--- src/rtl/hazard_ctrl.sv ---
// hazard_ctrl: pipeline hazard arbiter (freeze/flush/stall/run) with saturating event counters.
module hazard_ctrl #(
  parameter int REG_ADDR_WIDTH = 5,
  parameter int CNT_WIDTH      = 16
) (
  input  logic                      clk,
  input  logic                      reset,
  input  logic [6:0]                IF_ID_inst_opcode,
  input  logic [REG_ADDR_WIDTH-1:0] IF_ID_rs1,
  input  logic [REG_ADDR_WIDTH-1:0] IF_ID_rs2,
  input  logic [6:0]                ID_EX_inst_opcode,
  input  logic [REG_ADDR_WIDTH-1:0] ID_EX_rd,
  input  logic                      branch_taken,
  input  logic                      mem_busy,
  input  logic                      perf_clr,
  output logic                      pc_write_en,
  output logic                      IF_ID_write_en,
  output logic                      IF_ID_flush,
  output logic                      ctr_sel,
  output logic                      ID_EX_hold,
  output logic [1:0]                hazard_state,
  output logic [CNT_WIDTH-1:0]      stall_cycles,
  output logic [CNT_WIDTH-1:0]      flush_cycles
);
  typedef enum logic [1:0] {RUN = 2'b00, STALL = 2'b01, FLUSH = 2'b10, FREEZE = 2'b11} act_t;
  act_t act;
  logic pend_flush, uses_rs1, uses_rs2, load_use;
  assign uses_rs1 = !(IF_ID_inst_opcode inside {7'b0110111, 7'b0010111, 7'b1101111});
  assign uses_rs2 = IF_ID_inst_opcode inside {7'b0110011, 7'b0100011, 7'b1100011};
  assign load_use = (ID_EX_inst_opcode == 7'b0000011) && (ID_EX_rd != '0) &&
                    ((uses_rs1 && ID_EX_rd == IF_ID_rs1) || (uses_rs2 && ID_EX_rd == IF_ID_rs2));
  // a redirect seen while frozen is replayed as soon as memory is ready
  assign act = mem_busy ? FREEZE : (branch_taken || pend_flush) ? FLUSH : load_use ? STALL : RUN;
  assign pc_write_en    = !reset && (act == RUN || act == FLUSH);
  assign IF_ID_write_en = !reset && (act == RUN || act == FLUSH);
  assign IF_ID_flush    = reset || act == FLUSH;
  assign ctr_sel        = !reset && (act == RUN || act == FREEZE);
  assign ID_EX_hold     = !reset && act == FREEZE;
  always_ff @(posedge clk) begin
    if (reset) begin
      hazard_state <= 2'b00;
      pend_flush   <= 1'b0;
      stall_cycles <= '0;
      flush_cycles <= '0;
    end else begin
      hazard_state <= act;
      pend_flush   <= (act == FREEZE) ? (pend_flush || branch_taken) : (act == FLUSH) ? 1'b0 : pend_flush;
      if (perf_clr) stall_cycles <= '0;
      else if ((act == FREEZE || act == STALL) && !(&stall_cycles)) stall_cycles <= stall_cycles + CNT_WIDTH'(1);
      if (perf_clr) flush_cycles <= '0;
      else if (act == FLUSH && !(&flush_cycles)) flush_cycles <= flush_cycles + CNT_WIDTH'(1);
    end
  end
endmodule
--- config.mk ---
export PLATFORM = sky130hd
export DESIGN_NAME = hazard_ctrl
export DESIGN_NICKNAME = d
export VERILOG_FILES = /design/src/rtl/hazard_ctrl.sv
export SDC_FILE = /design/constraint.sdc
export NUM_CORES = 1
export LEC_CHECK = 0
export ABC_AREA = 1
export CORE_MARGIN = 2
export CORE_UTILIZATION = 49
export CTS_CLUSTER_DIAMETER = 200
export DETAILED_ROUTE_END_ITERATION = 12
export PLACE_DENSITY = 0.91
export SLEW_MARGIN = 20
export SYNTH_ARGS = -nofsm -noshare
export SYNTH_HDL_FRONTEND = slang
export SYNTH_SLANG_ARGS = --single-unit
--- constraint.sdc ---
create_clock -name clk -period 5.24 [get_ports clk]
set_input_delay 0.524 -clock clk [delete_from_list [all_inputs] [get_ports clk]]
set_output_delay 0.524 -clock clk [all_outputs]
set_load 0.005 [all_outputs]
==> flow_metrics.env, run 1 <==
export IMPL_status="finished clean"
export IMPL_power_uw=545
export IMPL_core_area_sq_um=4290
export IMPL_max_vdd_ir_drop_mv=0.152
export IMPL_first_iter_violations=131
export IMPL_clock_latency_ps=290
export IMPL_grt_max_degree=34
export IMPL_avgViaCountPerCell=5.01
export IMPL_yosysUniqueCellTypes=29
export IMPL_worstMarginPinSlew_ps=552
export IMPL_slew_violations=0
export IMPL_yosysWarningCount=0
export IMPL_ctsHtreeMaxLevel=2
export IMPL_skew_ps=10.2
export IMPL_clock_fmax_mhz=272
export IMPL_synth_seq_cells=35
export IMPL_endpoint_kind="primary output"
export IMPL_grt_pass1_vias=2107
export IMPL_setup_viol=0
export IMPL_post_place_ws_ps=1580
export IMPL_cts_setup_buffers=0
export IMPL_path_clk_slew_ps=70
export IMPL_cap_violations=0
export IMPL_required_ps=4720
export IMPL_dieArea_sq_um=4910
export IMPL_ys_seq_area_share_pct=32.7
export IMPL_worst_path_max_fanout=33
export IMPL_syn_num_nets=382
export IMPL_die_w_um=70.1
export IMPL_period_needed_ps=3680
export IMPL_async_flop_share_pct=0
export IMPL_hpwlAfterDp_mm=3.91
export IMPL_gp_congestion=0.793
export IMPL_die_h_um=70.1
export IMPL_synth_area_sq_um=2140
export IMPL_cp_start_kind="input port"
export IMPL_numCtsBuffers=5
export IMPL_power_density_nw_per_um2=184
export IMPL_cts_tree="done"
export IMPL_antennaDiodeCount=0
export IMPL_firstDrtPassIters=4
export IMPL_clockBufferDepth=2
export IMPL_syn_inst=344
export IMPL_antenna_found_initial=0
export IMPL_root_buffer="clkbuf_8"
export IMPL_grt_pass1_wl_mm=8.71
export IMPL_hp_class="reg2reg"
export IMPL_synthFlopType="dfxtp_1"
export IMPL_start_util_pct=49.9
export IMPL_grt_overflow=0
export IMPL_wl_per_cell_um=10.8
export IMPL_cts_resized=0
export IMPL_drive_above_1_share_pct=7.21
export IMPL_portBuffers=72
export IMPL_synth_edf_count=0
export IMPL_wirelength_mm=5.06
export IMPL_pin_count=73
export IMPL_num_rows=24
export IMPL_vias=2345
export IMPL_drc=0
export IMPL_leakage_nw=1.16
export IMPL_rsz0062_at_grt="no"
export IMPL_fin_ws_ps=1560
export IMPL_cts_sinks=35
export IMPL_cts_hold_buffers=0
export IMPL_nNetsFinal=454
export IMPL_syn_avg_cell_area_sq_um=6.22
export IMPL_post_route_period_util_pct=70.2
export IMPL_crit_arrival_ps=3150
export IMPL_ant_nets=0
export IMPL_syn2layout_area_growth_pct=38.6
export IMPL_hold_viol=0
export IMPL_final_setup_tns_ps=0
export IMPL_critPathKind="in2out"
export IMPL_slew_headroom_pct=63.1
export IMPL_grt_use_total_pct=21.6
export IMPL_fin_util_pct=69.1
export IMPL_fillerInstances=387
==> layout by cell type (no fill, tap or decap), types with 3 or more instances in the layout <==
cell,instances
nand2_1,95
clkdlybuf4s50_1,72
nor2_1,59
inv_1,38
dfxtp_1,35
a21oi_1,27
nand3_1,24
o21ai_1,7
nor3_1,7
clkbuf_8,6
nand2_2,5
inv_2,4
nor2_2,4
o21ai_0,4
nand4_1,4
ha_1,4
xor2_1,3
==> layer usage <==
metal | routed length (um) | vias to the layer above | global-route usage (%)
li1 | - | 1229 | -
met1 | 2060 | 1051 | 22.8
met2 | 2630 | 56 | 41.2
met3 | 286 | 9 | 5.19
met4 | 82 | 0 | 8.12
met5 | 0 | - | 0
==> worst max-delay path, stage by stage <==
cell	delay, ps
clkdlybuf4s50_1	520
inv_1	90
nand2_1	60
nand2_1	50
nor2_1	100
nand2_1	70
o21ai_1	130
nand2_1	80
nand2_2	420
inv_1	120
ha_1	240
or2_2	280
clkdlybuf4s50_1	450
==> state kept, by name, summed over array words and instances (netlist names) <==
register and count:
flush_cycles 16, stall_cycles 16, hazard_state 2, pend_flush 1
==> worst paths after layout <==
| kind | depth (start not counted) | to | slack, ps | start |
|---|---|---|---|---|
| setup reg to reg | 12 | flush_cycles[8] | 2890 | pend_flush |
| hold / removal | 2 | flush_cycles[5] | 490 | flush_cycles[5] |
| hold reg to reg | 2 | flush_cycles[5] | 490 | flush_cycles[5] |
| setup / recovery | 13 | IF_ID_flush | 1560 | ID_EX_rd[4] |
==> layout make-up <==
type                    count  area (sq um)  area share [%]
clock buffers               6          82.6            2.78
clock inverters             1          5.00           0.169
inverters                  42           158            5.31
multi-input cells         259          1230            41.4
flip-flops and latches     35           701            23.6
well taps                  52          65.1            2.19
repair buffers             73           728            24.5
==> synthesized netlist by cell type (2+ instances only) <==
cell,count,area share (%)
buf_4,4,1.4
inv_2,4,0.70
ha_1,4,2.3
xnor2_1,2,0.82
nand3b_1,2,0.70
nand3_2,2,0.94
o21ai_1,7,1.6
nand2_1,95,17
nand3_1,24,5.6
nand4_1,4,1.2
nand2_2,5,1.5
nor2_4,2,1.1
a21oi_1,27,6.3
nor2_1,59,10
nor3_1,7,1.6
inv_1,38,6.7
xor2_1,3,1.2
nor3b_1,2,0.70
nor3b_2,2,1.2
nor2_2,4,1.2
o21ai_0,4,0.94
dfxtp_1,35,33
buf_2,2,0.47
==> through the flow <==
step           hold WS, ps  area [sq um]  cells
2_1_floorplan          470          2140    344
3_3_place_gp           479          2880    461
3_5_place_dp           482          2880    461
4_1_cts                493          2970    468
5_1_grt                517          2970    468
6_report               487          2970    468
==> cells by family (layout without fill, tap and decap cells) <==
| family | count (synthesis) | after routing | synth area share, % |
|---|---|---|---|
| compound gates | 39 | 39 | 9.29 |
| simple gates | 211 | 211 | 43.7 |
| xor+xnor | 5 | 5 | 2.05 |
| flops | 35 | 35 | 32.7 |
| buf+inv | 50 | 122 | 9.94 |
| fa+ha+maj | 4 | 4 | 2.34 |
==> where the power goes <==
group | total [mW] | switching [mW] | leakage [nW] | internal, mW
clock network | 0.199 | 0.0963 | 0.0470 | 0.103
logic | 0.0755 | 0.0337 | 0.830 | 0.0419
registers | 0.270 | 0.00190 | 0.283 | 0.269
No activity file was read; power rests on OpenSTA's default activity.
==> run 2: changes to the inputs <==
- CORE_UTILIZATION: 49 -> 46
- PLACE_DENSITY: 0.91 -> 0.87
- clock period: 5.24 -> 3.6 ns (I/O delays scaled with it)
==> flow_metrics.env, run 2 (synthesis gave the netlist of run 1 again) <==
export IMPL_cts_setup_buffers=0
export IMPL_required_ps=3240
export IMPL_num_rows=24
export IMPL_power_density_nw_per_um2=276
export IMPL_cts_hold_buffers=0
export IMPL_cts_tree="done"
export IMPL_fillerInstances=424
export IMPL_root_buffer="clkbuf_8"
export IMPL_hold_viol=0
export IMPL_cp_start_kind="input port"
export IMPL_hp_class="reg2reg"
export IMPL_nNetsFinal=455
export IMPL_grt_pass1_vias=2261
export IMPL_gp_congestion=0.883
export IMPL_avgViaCountPerCell=5.01
export IMPL_wl_per_cell_um=11.5
export IMPL_post_place_ws_ps=750
export IMPL_cts_resized=0
export IMPL_clock_latency_ps=300
export IMPL_start_util_pct=48.5
export IMPL_drive_above_1_share_pct=7.42
export IMPL_dp_cells=462
export IMPL_wirelength_mm=5.39
export IMPL_ant_nets=0
export IMPL_worst_path_max_fanout=3
export IMPL_clock_fmax_mhz=350
export IMPL_critPathKind="in2out"
export IMPL_ctsHtreeMaxLevel=2
export IMPL_critPathLaunch="ID_EX_rd[0]"
export IMPL_leakage_nw=1.17
export IMPL_cap_violations=0
export IMPL_portBuffers=72
export IMPL_syn2layout_area_growth_pct=39.5
export IMPL_skew_ps=5.03
export IMPL_core_area_sq_um=4410
export IMPL_final_setup_tns_ps=0
export IMPL_post_route_period_util_pct=79.5
export IMPL_grt_max_degree=32
export IMPL_die_h_um=72.2
export IMPL_regToRegStartpoint="pend_flush"
export IMPL_first_iter_violations=125
export IMPL_die_w_um=72.2
export IMPL_grt_overflow=0
export IMPL_slew_headroom_pct=54.8
export IMPL_period_needed_ps=2860
export IMPL_grt_use_total_pct=22.3
export IMPL_most_common_layout_cells="nand2_1, clkdlybuf4s50_1, nor2_1"
export IMPL_slew_violations=0
export IMPL_min_path_cells=2
export IMPL_antenna_found_initial=0
export IMPL_dieArea_sq_um=5220
export IMPL_setup_viol=0
export IMPL_status="finished clean"
export IMPL_reg2regPathDepth=12
export IMPL_rsz0062_at_grt="no"
export IMPL_stdcell_count=470
export IMPL_grt_pass1_wl_mm=9.31
export IMPL_hpwlAfterDp_mm=4.13
export IMPL_min_from="flush_cycles[5]"
export IMPL_max_vdd_ir_drop_mv=0.223
export IMPL_worstMarginPinSlew_ps=676
export IMPL_crit_arrival_ps=2500
export IMPL_clockBufferDepth=2
export IMPL_numCtsBuffers=5
export IMPL_firstDrtPassIters=4
export IMPL_cts_sinks=35
export IMPL_largest_registers="flush_cycles (16), stall_cycles (16), hazard_state (2)"
export IMPL_endpoint_kind="primary output"
export IMPL_drc=0
export IMPL_pin_count=73
export IMPL_vias=2353
export IMPL_fin_ws_ps=739
export IMPL_final_common_cell="nand2_1"
export IMPL_path_clk_slew_ps=70
export IMPL_antennaDiodeCount=0
export IMPL_fin_util_pct=67.7
## run 2: metrics by stage
stage	instance area, sq um	hold slack [ps]	power [mW]
finish	2990	488	0.825
global route	2990	519	0.858
CTS	2990	490	0.828
detailed placement	2890	476	0.514
global placement	2890	471	0.511
floorplan	2140	470	0.455
## run 2: layout make-up
class	count	area (sq um)	share of cell area [%]
multi-input combinational	259	1230	41.1
timing repair buffer	74	736	24.6
sequential	35	701	23.5
inverter	42	158	5.28
clock buffer	8	100	3.35
tap	52	65.1	2.18
## run 2: metal layers
metal	vias to the layer above	global-route usage, %	wire length [um]
met5	-	0	0
li1	1235	-	-
met2	53	39.7	2690
met4	0	7.97	104
met1	1051	25.7	2310
met3	14	5.97	288
## run 2: final timing paths
kind,to,slack [ps]
setup / recovery,IF_ID_flush,740
hold / removal,flush_cycles[5],490
setup reg to reg,flush_cycles[6],1660
hold reg to reg,flush_cycles[5],490
## run 2: where the power goes
part / internal, mW / switching [mW] / leakage, nW
Clock: 0.175 / 0.145 / 0.0515
Combinational: 0.0616 / 0.0500 / 0.835
Sequential: 0.391 / 0.00297 / 0.283
Total: 0.627 / 0.198 / 1.17
## run 2: worst max-delay path: stages
cell,delay [ps]
clkdlybuf4s50_1,510
inv_1,90
nand2_1,60
nand2_1,50
nor2_1,100
nand2_1,60
o21ai_1,130
nand2_1,70
nand2_2,80
inv_1,60
ha_1,210
or2_2,270
clkdlybuf4s50_1,450
==> RTL change: new RTL, flow settings as in run 2 <==
Set the parameter `CNT_WIDTH` to 18 (it was 16).
--- a/src/rtl/hazard_ctrl.sv
+++ b/src/rtl/hazard_ctrl.sv
@@ -3,3 +3,3 @@
   parameter int REG_ADDR_WIDTH = 5,
-  parameter int CNT_WIDTH      = 16
+  parameter int CNT_WIDTH      = 18
 ) (
Ports: changed (resized flush_cycles and stall_cycles); port bits go from 73 to 77. No check against the original RTL was run, so the function may have changed too.
==> RTL change against run 2 <==
- power grew 12%
- register-to-register slack worse by 0.42 ns
- wire length increased by 14%
- hold slack gained 0.043 ns
- cell area increased by 13%
- global-route usage fell by 0.36 points
- worst setup slack worse by 0.062 ns
- first-iteration DRC count increased by 19%
- sequential cell count rose by 4
- synthesized area rose by 15%
- largest cell class unchanged
==> RTL change: results (changes against run 2) <==
Signal buf overhead=0.2307 (-0.01568); Gate Count Post-Synth=397 (+15%); complex-gate fraction of the synthesized area=0.08215 (-0.01078); dpl cells=533 (+15%); Area contributors post-synth=dfxtp_1 32%, nand2_1 17%, nor2_1 9.3%; Synth Area in XOR/XNOR=0.06034 (+0.03989); gr usage total=0.2198 (-0.003571); Vias=2683 (+14%); DRT iter0 DRCs=149 (+19%); global-route wire length before repair=10890 µm (+17%); DRT met1 WL=2684 µm (+16%); vias in the first global route=2541 (+12%); nets=508 (+12%); Fillers=496 (+17%); sequential cells=39 (+11%); Worst Path Arrival=2.56 ns (+0.06 ns); clock-cell share of area=0.03348 (about the same); syn nets=435 (+14%); comb_multi_in=300 (+16%); FF/Latch Area=780.7 µm² (+11%); fraction of layout cells with a size suffix above 1=0.04246 (-0.03170); Non-clock buffers=78 (+5.4%); multi-input logic portion of the cell area=0.4263 (+0.01536); FF-to-FF setup slack=1.24 ns (-0.42 ns); Seq/Total Area, Yosys=0.3164 (-0.01086); most instantiated cells after synthesis=115 x nand2_1, 61 x nor2_1, 45 x inv_1; Rel. slew slack=0.6484 (+0.1008); Largest regs=flush_cycles x18, stall_cycles x18, hazard_state x2; Tap Cells=70 (+35%); outcome=finished, final reports clean; Signal inverters=46 (+9.5%); LEAKAGE=1.321 nW (+13%)
[RTL change: critical path, cell delays in order]
cell,delay [ns]
clkdlybuf4s50_1,0.56
xnor2_1,0.14
nand2_1,0.06
nor2_1,0.12
nand2_1,0.06
o21ai_0,0.07
nand2_1,0.08
nand2_1,0.10
inv_1,0.07
ha_1,0.23
or2_2,0.27
clkdlybuf4s50_1,0.45
[RTL change: worst max-delay path by stage]
stage,endpoint,slack [ns],cells past startpoint,start
CTS,IF_ID_flush,0.67,12,ID_EX_rd[1]
global route,IF_ID_flush,0.54,14,IF_ID_inst_opcode[6]
detailed placement,IF_ID_flush,0.68,12,ID_EX_rd[1]
global placement,IF_ID_flush,0.75,13,ID_EX_rd[4]
finish,IF_ID_flush,0.68,12,ID_EX_rd[1]
floorplan,IF_ID_flush,1.47,13,IF_ID_inst_opcode[6]
[RTL change: power breakdown]
group,total (mW),internal [mW],switching (mW)
sequential,0.438,0.435,0.00291
clock,0.371,0.206,0.165
combinational,0.115,0.0619,0.0529
